## src/rtl/timer_pkg.sv

```systemverilog
// timer_pkg: opcodes, channel FSM states and BCD step helpers shared by multi_timer_core.
package timer_pkg;

    localparam int DIGIT_W = 16;

    localparam logic [2:0] OP_START    = 3'd0;
    localparam logic [2:0] OP_STOP     = 3'd1;
    localparam logic [2:0] OP_CLEAR    = 3'd2;
    localparam logic [2:0] OP_INC_SEC  = 3'd3;
    localparam logic [2:0] OP_INC_MIN  = 3'd4;
    localparam logic [2:0] OP_DIR_DOWN = 3'd5;
    localparam logic [2:0] OP_DIR_UP   = 3'd6;
    localparam logic [2:0] OP_ACK      = 3'd7;

    typedef enum logic [1:0] {
        ST_IDLE  = 2'd0,
        ST_RUN   = 2'd1,
        ST_PAUSE = 2'd2,
        ST_DONE  = 2'd3
    } state_t;

    function automatic logic [7:0] to_bcd(input int v);
        return {4'(v / 10), 4'(v % 10)};
    endfunction

    // {carry, ss}: 59 wraps to 00 with carry
    function automatic logic [8:0] bcd_inc_ss(input logic [7:0] ss);
        return (ss == 8'h59)       ? {1'b1, 8'h00} :
               (ss[3:0] == 4'd9)   ? {1'b0, ss[7:4] + 4'd1, 4'd0} :
                                     {1'b0, ss[7:4], ss[3:0] + 4'd1};
    endfunction

    // {borrow, ss}: 00 wraps to 59 with borrow
    function automatic logic [8:0] bcd_dec_ss(input logic [7:0] ss);
        return (ss == 8'h00)       ? {1'b1, 8'h59} :
               (ss[3:0] == 4'd0)   ? {1'b0, ss[7:4] - 4'd1, 4'd9} :
                                     {1'b0, ss[7:4], ss[3:0] - 4'd1};
    endfunction

    // {carry, mm}: top wraps to 00 with carry
    function automatic logic [8:0] bcd_inc_mm(input logic [7:0] mm, input logic [7:0] top);
        return (mm == top)         ? {1'b1, 8'h00} :
               (mm[3:0] == 4'd9)   ? {1'b0, mm[7:4] + 4'd1, 4'd0} :
                                     {1'b0, mm[7:4], mm[3:0] + 4'd1};
    endfunction

    // minutes never decrement below 00 because countdown stops at 00:00
    function automatic logic [7:0] bcd_dec_mm(input logic [7:0] mm);
        return (mm == 8'h00)       ? 8'h00 :
               (mm[3:0] == 4'd0)   ? {mm[7:4] - 4'd1, 4'd9} :
                                     {mm[7:4], mm[3:0] - 4'd1};
    endfunction

endpackage

```

## src/rtl/timer_channel.sv

```systemverilog
// timer_channel: one mm:ss timer with IDLE/RUN/PAUSE/DONE control and BCD digit registers.
module timer_channel
    import timer_pkg::*;
#(
    parameter int MAX_MIN = 99
) (
    input  logic               clk,
    input  logic               rst_n,
    input  logic               tick,
    input  logic               cmd_hit,
    input  logic [2:0]         op,
    output logic [DIGIT_W-1:0] digits,
    output logic               running,
    output logic               dir_up,
    output logic               finish,
    output logic               alarm,
    output logic               err
);
    localparam logic [7:0] MM_TOP = to_bcd(MAX_MIN);

    state_t     st, st_n;
    logic [7:0] ss, ss_n, mm, mm_n, t_ss, t_mm, mm_dn;
    logic [8:0] ss_dn, ss_up, mm_up;
    logic       dir_n, err_n, tk, at_top, at_end, editable, can_start;

    always_comb begin
        ss_dn     = bcd_dec_ss(ss);
        ss_up     = bcd_inc_ss(ss);
        mm_dn     = bcd_dec_mm(mm);
        mm_up     = bcd_inc_mm(mm, MM_TOP);
        at_top    = mm_up[8] && ss_up[8];
        t_ss      = dir_up ? (at_top ? ss : ss_up[7:0]) : ss_dn[7:0];
        t_mm      = dir_up ? ((at_top || !ss_up[8]) ? mm : mm_up[7:0]) : (ss_dn[8] ? mm_dn : mm);
        at_end    = dir_up ? (t_mm == MM_TOP && t_ss == 8'h59) : ({t_mm, t_ss} == 16'h0000);
        tk        = tick && st == ST_RUN;
        editable  = st == ST_IDLE || st == ST_PAUSE;
        can_start = editable && (dir_up || {mm, ss} != 16'h0000);
        st_n      = tk ? (at_end ? ST_DONE : ST_RUN) : st;
        ss_n      = tk ? t_ss : ss;
        mm_n      = tk ? t_mm : mm;
        dir_n     = dir_up;
        err_n     = 1'b0;
        // the tick result above stands unless the command overrides it
        if (cmd_hit) begin
            case (op)
                OP_START: begin
                    st_n  = can_start ? ST_RUN : st_n;
                    err_n = !can_start;
                end
                OP_STOP:  st_n = (st_n == ST_RUN) ? ST_PAUSE : st_n;
                OP_CLEAR: begin
                    st_n = ST_IDLE;
                    ss_n = 8'h00;
                    mm_n = 8'h00;
                end
                OP_INC_SEC: begin
                    ss_n  = editable ? ss_up[7:0] : ss_n;
                    err_n = !editable;
                end
                OP_INC_MIN: begin
                    mm_n  = editable ? mm_up[7:0] : mm_n;
                    err_n = !editable;
                end
                OP_DIR_DOWN: begin
                    dir_n = (st == ST_IDLE) ? 1'b0 : dir_up;
                    err_n = st != ST_IDLE;
                end
                OP_DIR_UP: begin
                    dir_n = (st == ST_IDLE) ? 1'b1 : dir_up;
                    err_n = st != ST_IDLE;
                end
                OP_ACK:   st_n = (st == ST_DONE) ? ST_IDLE : st_n;
                default:  st_n = st_n;
            endcase
        end
    end

    always_ff @(posedge clk or negedge rst_n) begin
        if (!rst_n) begin
            st     <= ST_IDLE;
            ss     <= 8'h00;
            mm     <= 8'h00;
            dir_up <= 1'b0;
            finish <= 1'b0;
            err    <= 1'b0;
        end else begin
            st     <= st_n;
            ss     <= ss_n;
            mm     <= mm_n;
            dir_up <= dir_n;
            finish <= st_n == ST_DONE && st != ST_DONE;
            err    <= err_n;
        end
    end

    assign digits  = {mm, ss};
    assign running = st == ST_RUN;
    assign alarm   = st == ST_DONE;

endmodule

```

## src/rtl/multi_timer_core.sv

```systemverilog
// multi_timer_core: CHANNELS independent mm:ss timers sharing one prescaler and one command port.
module multi_timer_core
    import timer_pkg::*;
#(
    parameter  int CHANNELS = 4,
    parameter  int TICK_DIV = 50_000_000,
    parameter  int MAX_MIN  = 99,
    localparam int CW       = (CHANNELS > 1) ? $clog2(CHANNELS) : 1,
    localparam int PW       = (TICK_DIV > 1) ? $clog2(TICK_DIV) : 1
) (
    input  logic                          CLK_50MHZ,
    input  logic                          reset,
    input  logic                          cmd_valid,
    output logic                          cmd_ready,
    input  logic [CW-1:0]                 cmd_ch,
    input  logic [2:0]                    cmd_op,
    output logic                          cmd_err,
    output logic [DIGIT_W*CHANNELS-1:0]   digits,
    output logic [CHANNELS-1:0]           running,
    output logic [CHANNELS-1:0]           dir_up,
    output logic [CHANNELS-1:0]           finish,
    output logic [CHANNELS-1:0]           alarm
);
    logic [1:0]          sync;
    logic                rst_n, tick;
    logic [PW-1:0]       pre;
    logic [CHANNELS-1:0] hit, err;

    // asynchronous assertion, release synchronised through two flops
    always_ff @(posedge CLK_50MHZ or negedge reset) begin
        if (!reset) sync <= 2'b00;
        else        sync <= {sync[0], 1'b1};
    end

    assign rst_n     = sync[1];
    assign cmd_ready = rst_n;
    assign tick      = pre == PW'(TICK_DIV - 1);

    always_ff @(posedge CLK_50MHZ or negedge rst_n) begin
        if (!rst_n) pre <= '0;
        else        pre <= tick ? '0 : pre + 1'b1;
    end

    for (genvar i = 0; i < CHANNELS; i++) begin : g_ch
        assign hit[i] = cmd_valid && cmd_ready && cmd_ch == CW'(i);
        timer_channel #(.MAX_MIN(MAX_MIN)) u_ch (
            .clk     (CLK_50MHZ),
            .rst_n   (rst_n),
            .tick    (tick),
            .cmd_hit (hit[i]),
            .op      (cmd_op),
            .digits  (digits[i*DIGIT_W +: DIGIT_W]),
            .running (running[i]),
            .dir_up  (dir_up[i]),
            .finish  (finish[i]),
            .alarm   (alarm[i]),
            .err     (err[i])
        );
    end

    assign cmd_err = |err;

endmodule
```

## config.mk

```make
export PLATFORM = sky130hd
export DESIGN_NAME = multi_timer_core
export DESIGN_NICKNAME = d
export VERILOG_FILES = /design/src/rtl/timer_pkg.sv /design/src/rtl/timer_channel.sv /design/src/rtl/multi_timer_core.sv
export SDC_FILE = /design/constraint.sdc
export NUM_CORES = 1
export LEC_CHECK = 0
export BUFFER_PORTS_ARGS = -buffer_cell sky130_fd_sc_hd__buf_2
export CAP_MARGIN = 40
export CORE_ASPECT_RATIO = 0.6
export CORE_MARGIN = 2
export CORE_UTILIZATION = 30
export CTS_CLUSTER_DIAMETER = 100
export DETAILED_ROUTE_END_ITERATION = 10
export HOLD_SLACK_MARGIN = 0.06
export PLACE_DENSITY = 0.57
export SYNTH_ARGS = -nofsm -noshare
export SYNTH_HDL_FRONTEND = slang
export SYNTH_SLANG_ARGS = --single-unit
```

## constraint.sdc

```tcl
create_clock -name CLK_50MHZ -period 7.6 [get_ports CLK_50MHZ]
set_clock_uncertainty 0.15 [all_clocks]
set_input_delay 0.76 -clock CLK_50MHZ [delete_from_list [all_inputs] [get_ports CLK_50MHZ]]
set_output_delay 0.76 -clock CLK_50MHZ [all_outputs]
set_load 0.05 [all_outputs]
```

==> flow_summary.json, run 1 <==
{
  "cts_resized": 0,
  "grt_pass1_vias": 10600,
  "initial_core_util_pct": 30.7,
  "crit_start": "g_ch[1].u_ch.ss[0]$_DFF_PN0_",
  "finalSetupViolations": 0,
  "nNetsFinal": 1568,
  "io_pins": 90,
  "crit_chain": "inv_1 -> ha_1 -> nor3b_2 -> nand3_1 -> or4_1 -> mux2_2 -> o21ai_2 -> nor4b_2 -> o21ai_1 -> a21oi_1",
  "cts-root-buf": "clkbuf_16",
  "end_kind": "flop",
  "syn-num-nets": 1565,
  "crit_end": "g_ch[1].u_ch.finish$_DFF_PN0_",
  "ys_seq_elements": 112,
  "drtAntennaViolNets": 0,
  "rrSetupSlack_ps": 3860,
  "cts_buffers": 9,
  "cp_data_arrival_time_ps": 3910,
  "finalMaxSlewViolations": 0,
  "use_met1_pct": 31.4,
  "powerDensity_nw_per_um2": 226,
  "fin_area_sq_um": 12200,
  "cts_max_level": 3,
  "required_ps": 7770,
  "gp_congestion": 0.947,
  "rsz0062_at_grt": "false",
  "grt_max_degree": 46,
  "synth.distinct_cells": 89,
  "fin_setup_tns_ps": 0,
  "ys.flop_type": "dfrtp_1",
  "wl_per_cell_microns": 19.6,
  "port_buffers": 89,
  "die_h_microns": 154,
  "start_kind": "flop",
  "die_w_microns": 254,
  "relSlewSlack_pct": 37.7,
  "grt_pass1_wl_microns": 63000,
  "clock.fmax_mhz": 268,
  "drtIter0Drc": 1582,
  "clk_pin_slew_ps": 100,
  "worst_pin_slew_ps": 934,
  "coreArea_sq_um": 36700,
  "nFillCells": 3890,
  "first_pass_iters": 7,
  "num_vias": 11800,
  "reg2reg_depth": 10,
  "yosysSeqAreaShare_pct": 24.9,
  "hpwl_microns": 29700,
  "rows": 54,
  "remaining_drc_errors": 0,
  "synth_area_per_cell_sq_um": 7.51,
  "ir_drop_mv": 0.133,
  "top_usage_layer": "met1",
  "place_area_sq_um": 11900,
  "worstSetupPathType": "reg2reg",
  "synth_edf_count": 0,
  "cts_buffer_depth": 2,
  "yosys_warnings": 0,
  "hold_viol_final": 0,
  "placed_cells": 1995,
  "grt_overflow_total": 0,
  "track_usage_pct": 20.2,
  "viasPerCell": 5.85,
  "timing.rr.start": "g_ch[1].u_ch.ss[0]$_DFF_PN0_",
  "syn_to_final_growth_pct": 8.56,
  "async_flop_share_pct": 100,
  "cts_setup_buffers": 0,
  "drive_gt1_share_pct": 10.6,
  "min_path_type": "reg2async",
  "cts_tree": "built",
  "insertedDiodeCount": 0,
  "post-route-period-util_pct": 49.2,
  "clock_sinks": 112,
  "timing.rr.end": "g_ch[1].u_ch.finish$_DFF_PN0_",
  "outcome": "finished clean",
  "crit_family": "simple AND/OR/NAND/NOR gates",
  "max_stage_delay_ps": 610,
  "antenna_found_initial": 0,
  "cp_num_buf_inv": 1,
  "final_cells": 2012,
  "synthCells": 1500,
  "cp_num_cells": 10,
  "period_needed_ps": 3740,
  "crit_slowest_cell": "nor3b_2",
  "final_cell_mix": "nor2_1, nand2_1, a21oi_1, dfrtp_1, o21ai_0",
  "grt_use_met3_pct": 6.67,
  "die_area_sq_um": 39200,
  "final_common_cell": "nor2_1",
  "syn-cell-area_sq_um": 11300,
  "clk_latency_ps": 410,
  "maxCapViolations": 0,
  "ctsHoldBuffers": 1,
  "routed_wirelength_microns": 39500,
  "cp_max_fo": 9,
  "p_leak_uw": 0.00482,
  "hold_ws_ps": 114,
  "use_met2_pct": 26.6
}
## sequential cells by signal (all words and copies together) (netlist names)
register / cells
g_ch.u_ch.err: 4
g_ch.u_ch.st: 8
sync: 2
g_ch.u_ch.mm: 32
g_ch.u_ch.dir_up: 4
g_ch.u_ch.finish: 4
pre: 26
g_ch.u_ch.ss: 32
## worst min path at each step
stage                      startpoint                           end  slack, ps  depth (start not counted)
global placement    sync[1]$_DFF_PN0_  g_ch[0].u_ch.ss[2]$_DFF_PN0_        120                          0
CTS                 sync[1]$_DFF_PN0_  g_ch[0].u_ch.st[1]$_DFF_PN0_        140                          0
global route        sync[1]$_DFF_PN0_  g_ch[0].u_ch.st[1]$_DFF_PN0_        160                          0
detailed placement  sync[1]$_DFF_PN0_  g_ch[0].u_ch.ss[2]$_DFF_PN0_        130                          0
finish              sync[1]$_DFF_PN0_  g_ch[0].u_ch.st[1]$_DFF_PN0_        110                          0
floorplan           sync[0]$_DFF_PN0_             sync[1]$_DFF_PN0_        180                          0
## per-layer routing
metal,wire [microns],vias to the layer above
li1,-,5530
met1,19000,5582
met2,15500,619
met3,4470,34
met4,553,0
met5,0,-
## cells in the mapped netlist, drive strengths merged (7+ instances only)
master	count	area, sq um
nand3	53	265
buf	44	280
mux2i	30	300
or3b	9	78.8
nand2	134	503
nand2b	11	68.8
o22ai	29	181
dfrtp	112	2800
nor4b	13	133
o31ai	15	118
nand3b	19	143
and2	14	87.6
a21oi	118	591
or4	7	56.3
nor4	34	219
and3b	14	123
o21ai	104	528
nor2	163	612
a21boi	9	67.6
inv	61	229
ha	57	713
a221oi	10	87.6
o32ai	10	87.6
a211oi	22	165
clkbuf	68	258
xnor2	27	236
nor3	48	245
nor3b	21	194
a31oi	17	106
nor2b	18	113
nand4	29	196
xor2	22	193
o211ai	10	75.1
a22oi	16	120
o21a	8	60.1
and3	11	68.8
o21bai	7	52.6
or3	12	75.1
## worst register-to-register path, cell delays in order (launching register included)
cell     delay (ps)
dfrtp_1         480
inv_1           270
ha_1            260
nor3b_2         610
nand3_1         250
or4_1           460
mux2_2          300
o21ai_2         270
nor4b_2         270
o21ai_1         160
a21oi_1         190
## through the flow
step	setup WS (ps)	utilization [%]	total power (uW)
finish	3860	33.4	2770
global route	3620	33.4	2960
CTS	3940	33.4	2760
detailed placement	3840	32.5	2210
global placement	3850	32.4	2210
floorplan	2500	-	1890
## power breakdown
part / switching (uW) / internal, uW / total [uW]
clock network: 301 / 239 / 540
registers: 235 / 672 / 907
logic: 885 / 437 / 1320
total: 1420 / 1350 / 2770
## cell families after synthesis
| group | synth area share, % |
|---|---|
| flip-flops | 24.9 |
| AO/OA/AOI/OAI | 25.3 |
| buffers and inverters | 6.84 |
| AND/OR/NAND/NOR | 29.5 |
| XOR/XNOR | 3.81 |
| adder cells (fa/ha/maj) | 6.33 |
| multiplexers | 3.26 |
| other | 0.0333 |
## layout make-up
type	count	area, sq um	share of cell area [%]
clock buffers	9	225	1.84
clock inverters	7	77.6	0.634
inverters	62	233	1.90
multi-input cells	1214	7700	62.9
flip-flops and latches	112	2810	22.9
well taps	504	631	5.15
repair buffers	104	566	4.62
Power figures use the tool's default switching activity.
==> inputs of run 2 (changes only) <==
--- a/config.mk
+++ b/config.mk
@@ -5,6 +5,7 @@
 export SDC_FILE = /design/constraint.sdc
 export NUM_CORES = 1
 export LEC_CHECK = 0
+export ABC_AREA = 1
 export BUFFER_PORTS_ARGS = -buffer_cell sky130_fd_sc_hd__buf_2
 export CAP_MARGIN = 40
 export CORE_ASPECT_RATIO = 0.6
==> constraint.sdc (replaced) <==
create_clock -name CLK_50MHZ -period 3.45 [get_ports CLK_50MHZ]
set_clock_uncertainty 0.15 [all_clocks]
set_input_delay 0.345 -clock CLK_50MHZ [delete_from_list [all_inputs] [get_ports CLK_50MHZ]]
set_output_delay 0.345 -clock CLK_50MHZ [all_outputs]
set_load 0.05 [all_outputs]
==> run 2 against run 1 <==
Effect of this change:
- synthesized cell count rose by 17%
- final cell count increased by 15%
- first-iteration DRC count shrank 13%
- global-route usage fell by 0.93 points
- sequential power increased by 76%
- largest power group unchanged
- via count rose by 3.1%
==> flow_summary.json, run 2 <==
{
  "crit_slowest_cell": "dfrtp_1",
  "clk_latency_ps": 390,
  "synth_simple_gate_area_share_pct": 40.9,
  "syn-num-nets": 1824,
  "wl_per_cell_microns": 16.2,
  "cts-root-buf": "clkbuf_16",
  "die_h_microns": 153,
  "routed_wirelength_microns": 37400,
  "yosysSeqAreaShare_pct": 25.1,
  "die_area_sq_um": 38800,
  "initial_core_util_pct": 30.6,
  "rsz0062_at_grt": "false",
  "grt_pass1_vias": 10900,
  "final_cell_mix": "nand2_1, nand3_1, inv_1, nor2_1, o21ai_0",
  "fin_total_pwr_uw": 4880,
  "synth_edf_count": 0,
  "clock_sinks": 112,
  "cts_setup_buffers": 0,
  "gp_congestion": 0.937,
  "grt_max_degree": 45,
  "cp_max_fo": 11,
  "ir_drop_mv": 0.217,
  "post-route-period-util_pct": 87.6,
  "cts_tree": "built",
  "end_kind": "flop",
  "clk_pin_slew_ps": 90,
  "use_met1_pct": 30.5,
  "crit_chain": "inv_1 -> ha_1 -> nand2_2 -> nor2_2 -> nand3_1 -> nand2_1 -> nor2_1 -> nor2_1 -> nand3_1 -> nor2_1 -> nand3_1 -> nand3_1 -> nand3_1 -> nand2_1 -> nand2_1 -> nor2_1",
  "use_met2_pct": 26.2,
  "fin_area_sq_um": 12400,
  "timing.rr.start": "g_ch[3].u_ch.ss[0]$_DFF_PN0_",
  "remaining_drc_errors": 0,
  "clock.fmax_mhz": 331,
  "synthTopCellsByArea": "dfrtp_1, nand2_1, nand3_1",
  "final_common_cell": "nand2_1",
  "grt_pass1_wl_microns": 60200,
  "fin_setup_tns_ps": 0,
  "cp_data_arrival_time_ps": 3190,
  "num_vias": 12100,
  "worstSetupPathType": "reg2reg",
  "first_pass_iters": 6,
  "worst_pin_slew_ps": 765,
  "crit_start": "g_ch[3].u_ch.ss[0]$_DFF_PN0_",
  "yosysMostFrequentCell": "nand2_1",
  "ys.flop_type": "dfrtp_1",
  "max_stage_delay_ps": 490,
  "drtAntennaViolNets": 0,
  "synth_mux_area_share_pct": 0,
  "synth_top_family_by_area": "simple AND/OR/NAND/NOR gates",
  "relSlewSlack_pct": 48.8,
  "min_path_type": "in2async",
  "cpMostUsedCell": "nand3_1",
  "rows": 54,
  "synth.distinct_cells": 58,
  "antenna_found_initial": 2,
  "grt_use_met3_pct": 4.80,
  "port_buffers": 89,
  "synth-compound-area-share_pct": 15.4,
  "drive_gt1_share_pct": 12.7,
  "cts_resized": 0,
  "top_regs": "g_ch.u_ch.mm: 32 flops, g_ch.u_ch.ss: 32 flops, pre: 26 flops",
  "die_w_microns": 253,
  "yosys-top-cells-count": "nand2_1, nand3_1, inv_1",
  "drtIter0Drc": 1384,
  "place_area_sq_um": 12100,
  "track_usage_pct": 19.3,
  "powerDensity_nw_per_um2": 394,
  "synth_adder_area_share_pct": 6.40,
  "required_ps": 3620,
  "viasPerCell": 5.24,
  "start_kind": "flop",
  "hpwl_microns": 28400,
  "async_flop_share_pct": 100,
  "yosys_warnings": 0,
  "nNetsFinal": 1899,
  "finalSetupViolations": 0,
  "grt_overflow_total": 0,
  "io_pins": 90,
  "ctsHoldBuffers": 1,
  "syn_to_final_growth_pct": 11.2,
  "cts_buffers": 9,
  "hold_viol_final": 0,
  "synth_top_cell_area_share_pct": 25.1,
  "finalMaxSlewViolations": 0,
  "syn-cell-area_sq_um": 11100,
  "period_needed_ps": 3020,
  "synth_area_per_cell_sq_um": 6.34,
  "top_usage_layer": "met1",
  "maxCapViolations": 0,
  "cts_buffer_depth": 2,
  "p_leak_uw": 0.00617,
  "outcome": "finished clean",
  "cts_max_level": 3,
  "synthCells": 1759,
  "synth_area_leader_cell": "dfrtp_1",
  "ys_seq_elements": 112,
  "synthXorXnorAreaFrac_pct": 2.20,
  "coreArea_sq_um": 36500
}
[run 2: cells by family after synthesis]
family | after synthesis
AOI/OAI and AO/OA | 309
xor gates and xnor gates | 28
adders and majority gates | 57
buffers and inverters | 263
DFF | 112
other | 1
and+or+nand+nor | 989
[run 2: report_power, final]
part | switching, uW | internal, uW | leakage, uW
registers | 191 | 1410 | 0.00149
clock network | 591 | 522 | 0.000139
logic | 1570 | 603 | 0.00454
[run 2: final timing paths]
check,endpoint,slack (ps),cells after the start
worst max-delay path,g_ch[3].u_ch.finish$_DFF_PN0_,430,16
worst min-delay path,sync[1]$_DFF_PN0_,120,2
worst max register to register,g_ch[3].u_ch.finish$_DFF_PN0_,430,16
worst min register to register,sync[1]$_DFF_PN0_,190,0
max in group asynchronous,g_ch[1].u_ch.mm[3]$_DFF_PN0_,1700,3
min in group CLK_50MHZ,g_ch[1].u_ch.st[1]$_DFF_PN0_,180,4
[run 2: critical path, delay by kind of cell, from the launching register on]
family,cells,cell delay (ps)
AND/OR/NAND/NOR,14,1890
flip-flops,1,490
buffers and inverters,1,210
adder cells (fa/ha/maj),1,210
[run 2: through the flow]
step                      setup WS, ps  cells  utilization [%]  hold slack [ps]
final                              429   2316             34.0              117
after global routing              82.5   2316             34.0              112
after CTS                          475   2315             34.0              106
after detailed placement           502   2298             33.1            -17.6
after global placement             551   2297             33.1            -16.0
after floorplan                    338   1759                -             -101
[run 2: area by class of cell]
class,instances,area (sq um)
multi-input cells,1384,7240
fillers,3932,24100
clock inverters,6,51.3
diodes,1,2.50
inverters,213,807
flip-flops and latches,112,2810
well taps,476,596
clock buffers,10,239
repair buffers,114,656
[run 2: routing by layer]
metal | routed length [microns] | part of all wire [%]
met1 | 18700 | 50
met2 | 14800 | 39
met3 | 3590 | 9.6
met4 | 300 | 0.80
met5 | 10 | 0.027
